**src/rtl/alu_share_arb_pkg.sv**
```systemverilog
// Shared definitions for the two-requester ALU sharing arbiter.
//   state_e        : arbiter FSM states
//   REQ_CORE/AUX   : requester bit positions in the 2-bit request vectors
//   DEFAULT_*      : default operand and control-code widths
package alu_share_arb_pkg;

    typedef enum logic [1:0] {
        StIdle = 2'd0,
        StExec = 2'd1,
        StResp = 2'd2
    } state_e;

    localparam int unsigned REQ_CORE      = 0;
    localparam int unsigned REQ_AUX       = 1;
    localparam int unsigned DEFAULT_WIDTH = 32;
    localparam int unsigned DEFAULT_CTL_W = 4;

endpackage

```
**src/rtl/alu_share_arb_operand_b_sel.sv**
```systemverilog
// Operand-B source select for one requester.
//   sel_i : 1 selects the immediate, 0 selects the register value
//   imm_i : immediate operand
//   reg_i : register-sourced operand
//   b_o   : selected operand B
module operand_b_sel #(
    parameter int unsigned WIDTH = 32
) (
    input  logic             sel_i,
    input  logic [WIDTH-1:0] imm_i,
    input  logic [WIDTH-1:0] reg_i,
    output logic [WIDTH-1:0] b_o
);

    assign b_o = sel_i ? imm_i : reg_i;

endmodule

```
**src/rtl/alu_share_arb.sv**
```systemverilog
// Round-robin arbiter sharing one combinational ALU between a core datapath
// (bit 0) and an auxiliary unit (bit 1). One operation every three cycles:
// accept in IDLE, drive the ALU in EXEC, pulse the response in RESP.
//   clk, rst              : clock, asynchronous active-high reset
//   req_valid/req_ready   : per-requester handshake
//   req_a/req_reg/req_imm : packed per-requester operands (requester i at [i*WIDTH +: WIDTH])
//   req_alusrc            : per-requester operand-B select (1 = immediate)
//   req_ctl               : packed per-requester ALU control codes
//   alu_a/alu_b/alu_ctl   : operands to the shared ALU (zero while idle)
//   alu_result/alu_zero   : ALU outputs, combinational from alu_a/alu_b/alu_ctl
//   rsp_valid             : one-cycle pulse to the owning requester
//   rsp_result/rsp_zero   : captured ALU outputs, held until the next capture
//   busy                  : high whenever the FSM is not idle
module alu_share_arb
    import alu_share_arb_pkg::*;
#(
    parameter int unsigned WIDTH = DEFAULT_WIDTH,
    parameter int unsigned CTL_W = DEFAULT_CTL_W
) (
    input  logic               clk,
    input  logic               rst,
    input  logic [1:0]         req_valid,
    output logic [1:0]         req_ready,
    input  logic [2*WIDTH-1:0] req_a,
    input  logic [2*WIDTH-1:0] req_reg,
    input  logic [2*WIDTH-1:0] req_imm,
    input  logic [1:0]         req_alusrc,
    input  logic [2*CTL_W-1:0] req_ctl,
    output logic [WIDTH-1:0]   alu_a,
    output logic [WIDTH-1:0]   alu_b,
    output logic [CTL_W-1:0]   alu_ctl,
    input  logic [WIDTH-1:0]   alu_result,
    input  logic               alu_zero,
    output logic [1:0]         rsp_valid,
    output logic [WIDTH-1:0]   rsp_result,
    output logic               rsp_zero,
    output logic               busy
);

    state_e               state_q;
    logic                 last_q;   // requester granted most recently
    logic                 owner_q;  // requester owning the in-flight operation
    logic [WIDTH-1:0]     a_q;
    logic [WIDTH-1:0]     b_q;
    logic [CTL_W-1:0]     ctl_q;
    logic [1:0]           rsp_valid_q;
    logic [WIDTH-1:0]     rsp_result_q;
    logic                 rsp_zero_q;

    logic [1:0][WIDTH-1:0] b_sel;
    logic                  grant_idx;
    logic                  handshake;
    logic [WIDTH-1:0]      win_a;
    logic [WIDTH-1:0]      win_b;
    logic [CTL_W-1:0]      win_ctl;

    for (genvar i = 0; i < 2; i++) begin : g_b_sel
        operand_b_sel #(
            .WIDTH(WIDTH)
        ) u_operand_b_sel (
            .sel_i(req_alusrc[i]),
            .imm_i(req_imm[i*WIDTH +: WIDTH]),
            .reg_i(req_reg[i*WIDTH +: WIDTH]),
            .b_o  (b_sel[i])
        );
    end

    always_comb begin
        // Contention goes to whoever was not granted last; otherwise the lone
        // valid requester wins (bit 1 alone selects the auxiliary unit).
        if (req_valid == 2'b11) begin
            grant_idx = ~last_q;
        end else begin
            grant_idx = req_valid[REQ_AUX];
        end
        req_ready = '0;
        if ((state_q == StIdle) && !rst && (req_valid != 2'b00)) begin
            req_ready[grant_idx] = 1'b1;
        end
        handshake = |(req_valid & req_ready);
        win_a     = grant_idx ? req_a[2*WIDTH-1:WIDTH]   : req_a[WIDTH-1:0];
        win_b     = grant_idx ? b_sel[REQ_AUX]           : b_sel[REQ_CORE];
        win_ctl   = grant_idx ? req_ctl[2*CTL_W-1:CTL_W] : req_ctl[CTL_W-1:0];
    end

    always_ff @(posedge clk or posedge rst) begin
        if (rst) begin
            state_q      <= StIdle;
            last_q       <= 1'b1;  // core wins the first contention
            owner_q      <= 1'b0;
            a_q          <= '0;
            b_q          <= '0;
            ctl_q        <= '0;
            rsp_valid_q  <= '0;
            rsp_result_q <= '0;
            rsp_zero_q   <= 1'b0;
        end else begin
            unique case (state_q)
                StIdle: begin
                    if (handshake) begin
                        a_q     <= win_a;
                        b_q     <= win_b;
                        ctl_q   <= win_ctl;
                        owner_q <= grant_idx;
                        last_q  <= grant_idx;
                        state_q <= StExec;
                    end
                end
                StExec: begin
                    rsp_result_q <= alu_result;
                    rsp_zero_q   <= alu_zero;
                    rsp_valid_q  <= owner_q ? 2'b10 : 2'b01;
                    state_q      <= StResp;
                end
                StResp: begin
                    rsp_valid_q <= '0;
                    state_q     <= StIdle;
                end
                default: begin
                    rsp_valid_q <= '0;
                    state_q     <= StIdle;
                end
            endcase
        end
    end

    assign busy       = (state_q != StIdle);
    assign alu_a      = busy ? a_q : '0;
    assign alu_b      = busy ? b_q : '0;
    assign alu_ctl    = busy ? ctl_q : '0;
    assign rsp_valid  = rsp_valid_q;
    assign rsp_result = rsp_result_q;
    assign rsp_zero   = rsp_zero_q;

endmodule

```
**config.mk**
```make
export PLATFORM = sky130hd
export DESIGN_NAME = alu_share_arb
export DESIGN_NICKNAME = d
export VERILOG_FILES = /design/src/rtl/alu_share_arb_pkg.sv /design/src/rtl/alu_share_arb_operand_b_sel.sv /design/src/rtl/alu_share_arb.sv
export SDC_FILE = /design/constraint.sdc
export NUM_CORES = 1
export LEC_CHECK = 0
export BUFFER_PORTS_ARGS = -buffer_cell sky130_fd_sc_hd__clkbuf_2
export CAP_MARGIN = 25
export CORE_AREA = 2 2 134 136
export CTS_BUF_LIST = sky130_fd_sc_hd__clkbuf_8
export CTS_CLUSTER_SIZE = 12
export DETAILED_ROUTE_END_ITERATION = 10
export DIE_AREA = 0 0 136 138
export PLACE_DENSITY = 0.7
export SYNTH_ARGS = -nofsm -noshare
export SYNTH_HDL_FRONTEND = slang
export SYNTH_HIERARCHICAL = 1
export SYNTH_SLANG_ARGS = --single-unit
```
**constraint.sdc**
```tcl
create_clock -name clk -period 3.7 [get_ports clk]
set_input_delay 0.37 -clock clk [delete_from_list [all_inputs] [get_ports clk]]
set_output_delay 0.37 -clock clk [all_outputs]
set_load 0.01 [all_outputs]
```
Word-level counts from Yosys, hierarchy flattened. Cells that the tools add are included.

Reduce and logical (&&, ||, !) cells: 9. Bitwise operators: 2. Multiplexer cells: 16. Eq/ne operators: 3. $lt $le $gt $ge: 2.

Operators with widths (number): $mux W32 (6); $mux W4 (2); $pmux W2 S2 (2); $mux W2 (3); $reduce_bool A2 Y1 (2); $logic_and A1 B1 Y1 (3); $and A2 B2 Y2 (1); $eq A2 B1 Y1 const B (1); $eq A2 B2 Y1 const B (1); $logic_not A2 Y1 (1); $lt A1 B2 Y1 const B (1); $mux W1 (2); $ne A2 B2 Y1 const B (1); $reduce_and A2 Y1 (1); $reduce_or A2 Y1 (1); $demux W1 S1 (1); $ge A1 B1 Y1 const B (1); $logic_not A1 Y1 (1); $not A1 Y1 (1).

Logic and storage cells: 41. Bits of input ports: 239. Flip-flop bits (word level): 107. Output and inout bits: 106.

Longest topological paths before layout.
Depth after elaboration: 11. Gate-level depth with buffers: 6. Gate-level depth less buffers: 4.

Hierarchy. The synthesis kept the hierarchy.

Modules (own cells, without submodules): alu_share_arb (times used 1, area each 5127.4 sq um, seq. area each 2678.8 sq um, cells each 481); operand_b_sel (times used 2, area each 544.3 sq um, seq. area each 0.0 sq um, cells each 36).

Worst setup path before layout. OpenSTA, ideal clock, no wires.

Kind: flip-flop to output port. From: register state_q[0]. To: output port req_ready[0]. Setup slack: 1.840 ns. Stages on the path, launching flop included: 6. Data required time: 3.330 ns. Buffers on the path: 3. Arrival: 1.490 ns. Cell sequence: dfrtp_1 > or3_1 > buf_2 > buf_6 > buf_6 > nor3b_1.

Word-level cells in the longest chain between the ends: 4.

Ends and longest elaborated chain: start: declaration (line alu_share_arb.sv:40) `state_e state_q;`; start signal: assignment (line alu_share_arb.sv:88) `state_q <= StIdle;`; start signal: assignment (line alu_share_arb.sv:106) `state_q <= StExec;`; start signal: assignment (line alu_share_arb.sv:113) `state_q <= StResp;`; $logic_not A2 Y1 (line alu_share_arb.sv:77) `if ((state_q == StIdle) && !rst && (req_valid != 2'b00)) begin`; $logic_and A1 B1 Y1 (2 in a row) (line alu_share_arb.sv:77); $mux W2 (line alu_share_arb.sv:77); end: declaration (line alu_share_arb.sv:23) `output logic [1:0] req_ready,`.

No other way between the ends.

Worst setup path in the final report.
From: register state_q[0]. To: output port req_ready[1].

Same word-level chain as after synthesis.

==> impl_metrics.yaml <==
status:
  run_status: "complete, but fails checks"
  violations_in_the_final_reports: "hold timing"
sta:
  layout_worst_path_cycle_share_pct: 69.47
  max_fclk_ghz: 0.3891
  final-setup-viol-count: 0
  worst_pin_slew_ps: 903.7
  setup-tns-final_ps: 0
  rsz0062_at_grt: "no"
  clock_skew_ps: 13.11
  layout_setup_ws_ps: 1130
  report.final.hold_viol_count: 2
  timing_max_transition_violations_final: 0
  worst_slew_margin_rel_pct: 39.52
  whs_ps: -3.808
  timing.final.crit_period_ps: 2570
power_and_ir_drop:
  power_density_nw_per_um2: 456.7
  cellLeakagePower_nw: 4.279
  max-vdd-ir-drop_uv: 244.3
setup_path:
  worst-endpoint-arrival_ps: 2200
  worstPathRequired_ps: 3330
  worst_setup_path_start_kind: "register"
  worstReg2RegEnd: "a_q[1]"
  worstSetupEndpointType: "primary output"
  setup.worst_path.class: "reg2out"
  reg2reg_slack_ps: 1280
  worst_r2r_startpoint: "state_q[0]"
  reg2reg_depth: 4
  critPathMaxFanout: 30
logic_synthesis:
  ys_async_sr_fraction_pct: 100.0
  syn-cell-area_um2: 6216
  yosys_register_bits: 107
  synth_area_per_cell_um2: 11.24
  yosysTopAreaCellShare_pct: 42.67
  synth.yosys.seq_area_share_pct: 43.10
  synth_edf_count: 0
  synthMostInstantiatedCell: "dfrtp_1"
  synth.top_cells.by_area: "dfrtp_1, mux2_4, a221o_1"
  synth.net_count: 792
  synthTopCellsByCount: "dfrtp_1, nand2_1, a221o_1, and2_1"
  synthDistinctLibCells: 26
  synth_warnings: 6
  gate_count_after_technology_mapping: 553
  synth_ff_type: "dfrtp_1"
  synth_largest_area_cell: "dfrtp_1"
grt:
  grt_pass1_vias: 5301
  grt_pass1_wl_um: 28100
  largest_net_degree_at_the_start_of_global_routing: 83
  initial_antenna_violation_count: 0
  global_route.overflow_total: 0
  grt.total_usage_pct: 19.10
die:
  floorplan.die_area_um2: 18770
  die_outline_height_um: 138
  start_util_pct: 35.45
  chipWidth_um: 136
  floorplan.core_area_um2: 17530
  io_pins: 345
  floorplan.rows: 49
routing:
  drt_pre_antenna_iters: 4
  via_cell_ratio: 5.013
  routed_wire_length_um: 18420
  initialDrtViolationCount: 237
  antenna_violating_nets_post_route: 0
  remaining_drc_errors: 0
  dr_total_vias: 5484
  routed_wire_length_per_instance_um: 16.84
clocking:
  worstSkewPairLatency_ps: 380
  clock_tree.root_cell: "clkbuf_8"
  holdBufCountCts: 0
  post-cts-setup-buffers: 0
  clk_path_buf_depth: 2
  cts_tree: "built"
  htree_num_levels: 3
  cts_resized: 0
  clk_transition_reported_paths_ps: 120
  clkSinkCount: 107
  cts_buffers: 9
final_layout:
  finish.utilization_pct: 46.83
  post-route-cell-area_um2: 8212
  area_growth_pct: 32.11
  layout-drive-gt1-share_pct: 55.95
  antenna-diode-count: 0
  fin_nets: 1099
place:
  gp_routability_congestion: 0.8205
  post_dp_cell_area_um2: 7979
  post-place-ws_ps: 1279
  numPortBuffers: 344
  placed_wire_length_estimate_after_detailed_placement_um: 13670
min_path:
  timing.hold.worst.class: "in2async"
run:
  timing.max_cap.violations: 0
[through the flow]
step	power, W	cells
finish	0.003750	1094
detailed placement	0.003057	1077
global placement	0.003024	1076
floorplan	0.002508	553
CTS	0.003813	1093
global route	0.003994	1094
[registers in the layout, summed over array words and instances (netlist names)]
signal and count:
owner_q 1, b_q 32, rsp_valid 2, rsp_result 32
state_q 2, a_q 32, last_q 1, ctl_q 4
rsp_zero 1
[layout make-up]
cell class	count	area, µm²
fill	1659	9323
multi-input combinational	384	3178
sequential	107	2679
timing repair buffer	355	1849
tap	229	286.5
clock buffer	9	123.9
clock inverter	7	81.33
inverter	3	13.76
[how the worst max path moves through the flow]
stage | start | to | slack [ps]
4_1_cts | state_q[0] | req_ready[1] | 1100
3_5_place_dp | rst | a_q[12] | 1280
5_1_grt | state_q[0] | alu_b[3] | 950
3_3_place_gp | rst | a_q[18] | 1370
2_1_floorplan | rst | a_q[0] | 510
6_report | state_q[0] | req_ready[1] | 1130
[routing by layer]
| metal | up-vias | GRT usage (%) | part of all wire (%) |
|---|---|---|---|
| met1 | 2566 | 22.51 | 39 |
| met2 | 275 | 34.09 | 51 |
| met5 | - | 0 | 0 |
| li1 | 2619 | - | - |
| met4 | 0 | 5.866 | 1.7 |
| met3 | 24 | 4.474 | 7.8 |
[layout by cell type (no fill, tap or decap), drive strengths merged, types with 2 or more instances in the layout]
master / n
clkinv: 3
buf: 11
nor2: 2
a21o: 2
dfrtp: 106
nand2: 69
nor3: 69
inv: 7
clkbuf: 353
mux2: 97
and2: 68
a221o: 68
[report_power, final]
group          switching [W]  leakage, nW  internal, W  total, W
logic               0.000642         2.87     0.000698   0.00134
registers           0.000176         1.30      0.00150   0.00168
clock network       0.000461        0.104     0.000272  0.000733
[cells by family after synthesis]
logic type,after synthesis,synth area share (%)
simple gates,214,18.04
flops,107,43.10
mux,98,21.36
compound gates,72,11.39
buf+inv,62,6.119
[worst max-delay path, stage by stage (launching register included)]
cell	delay [ps]
dfrtp_1	460
nor3_1	400
and3_2	700
clkbuf_2	260
Power figures use the tool's default switching activity.
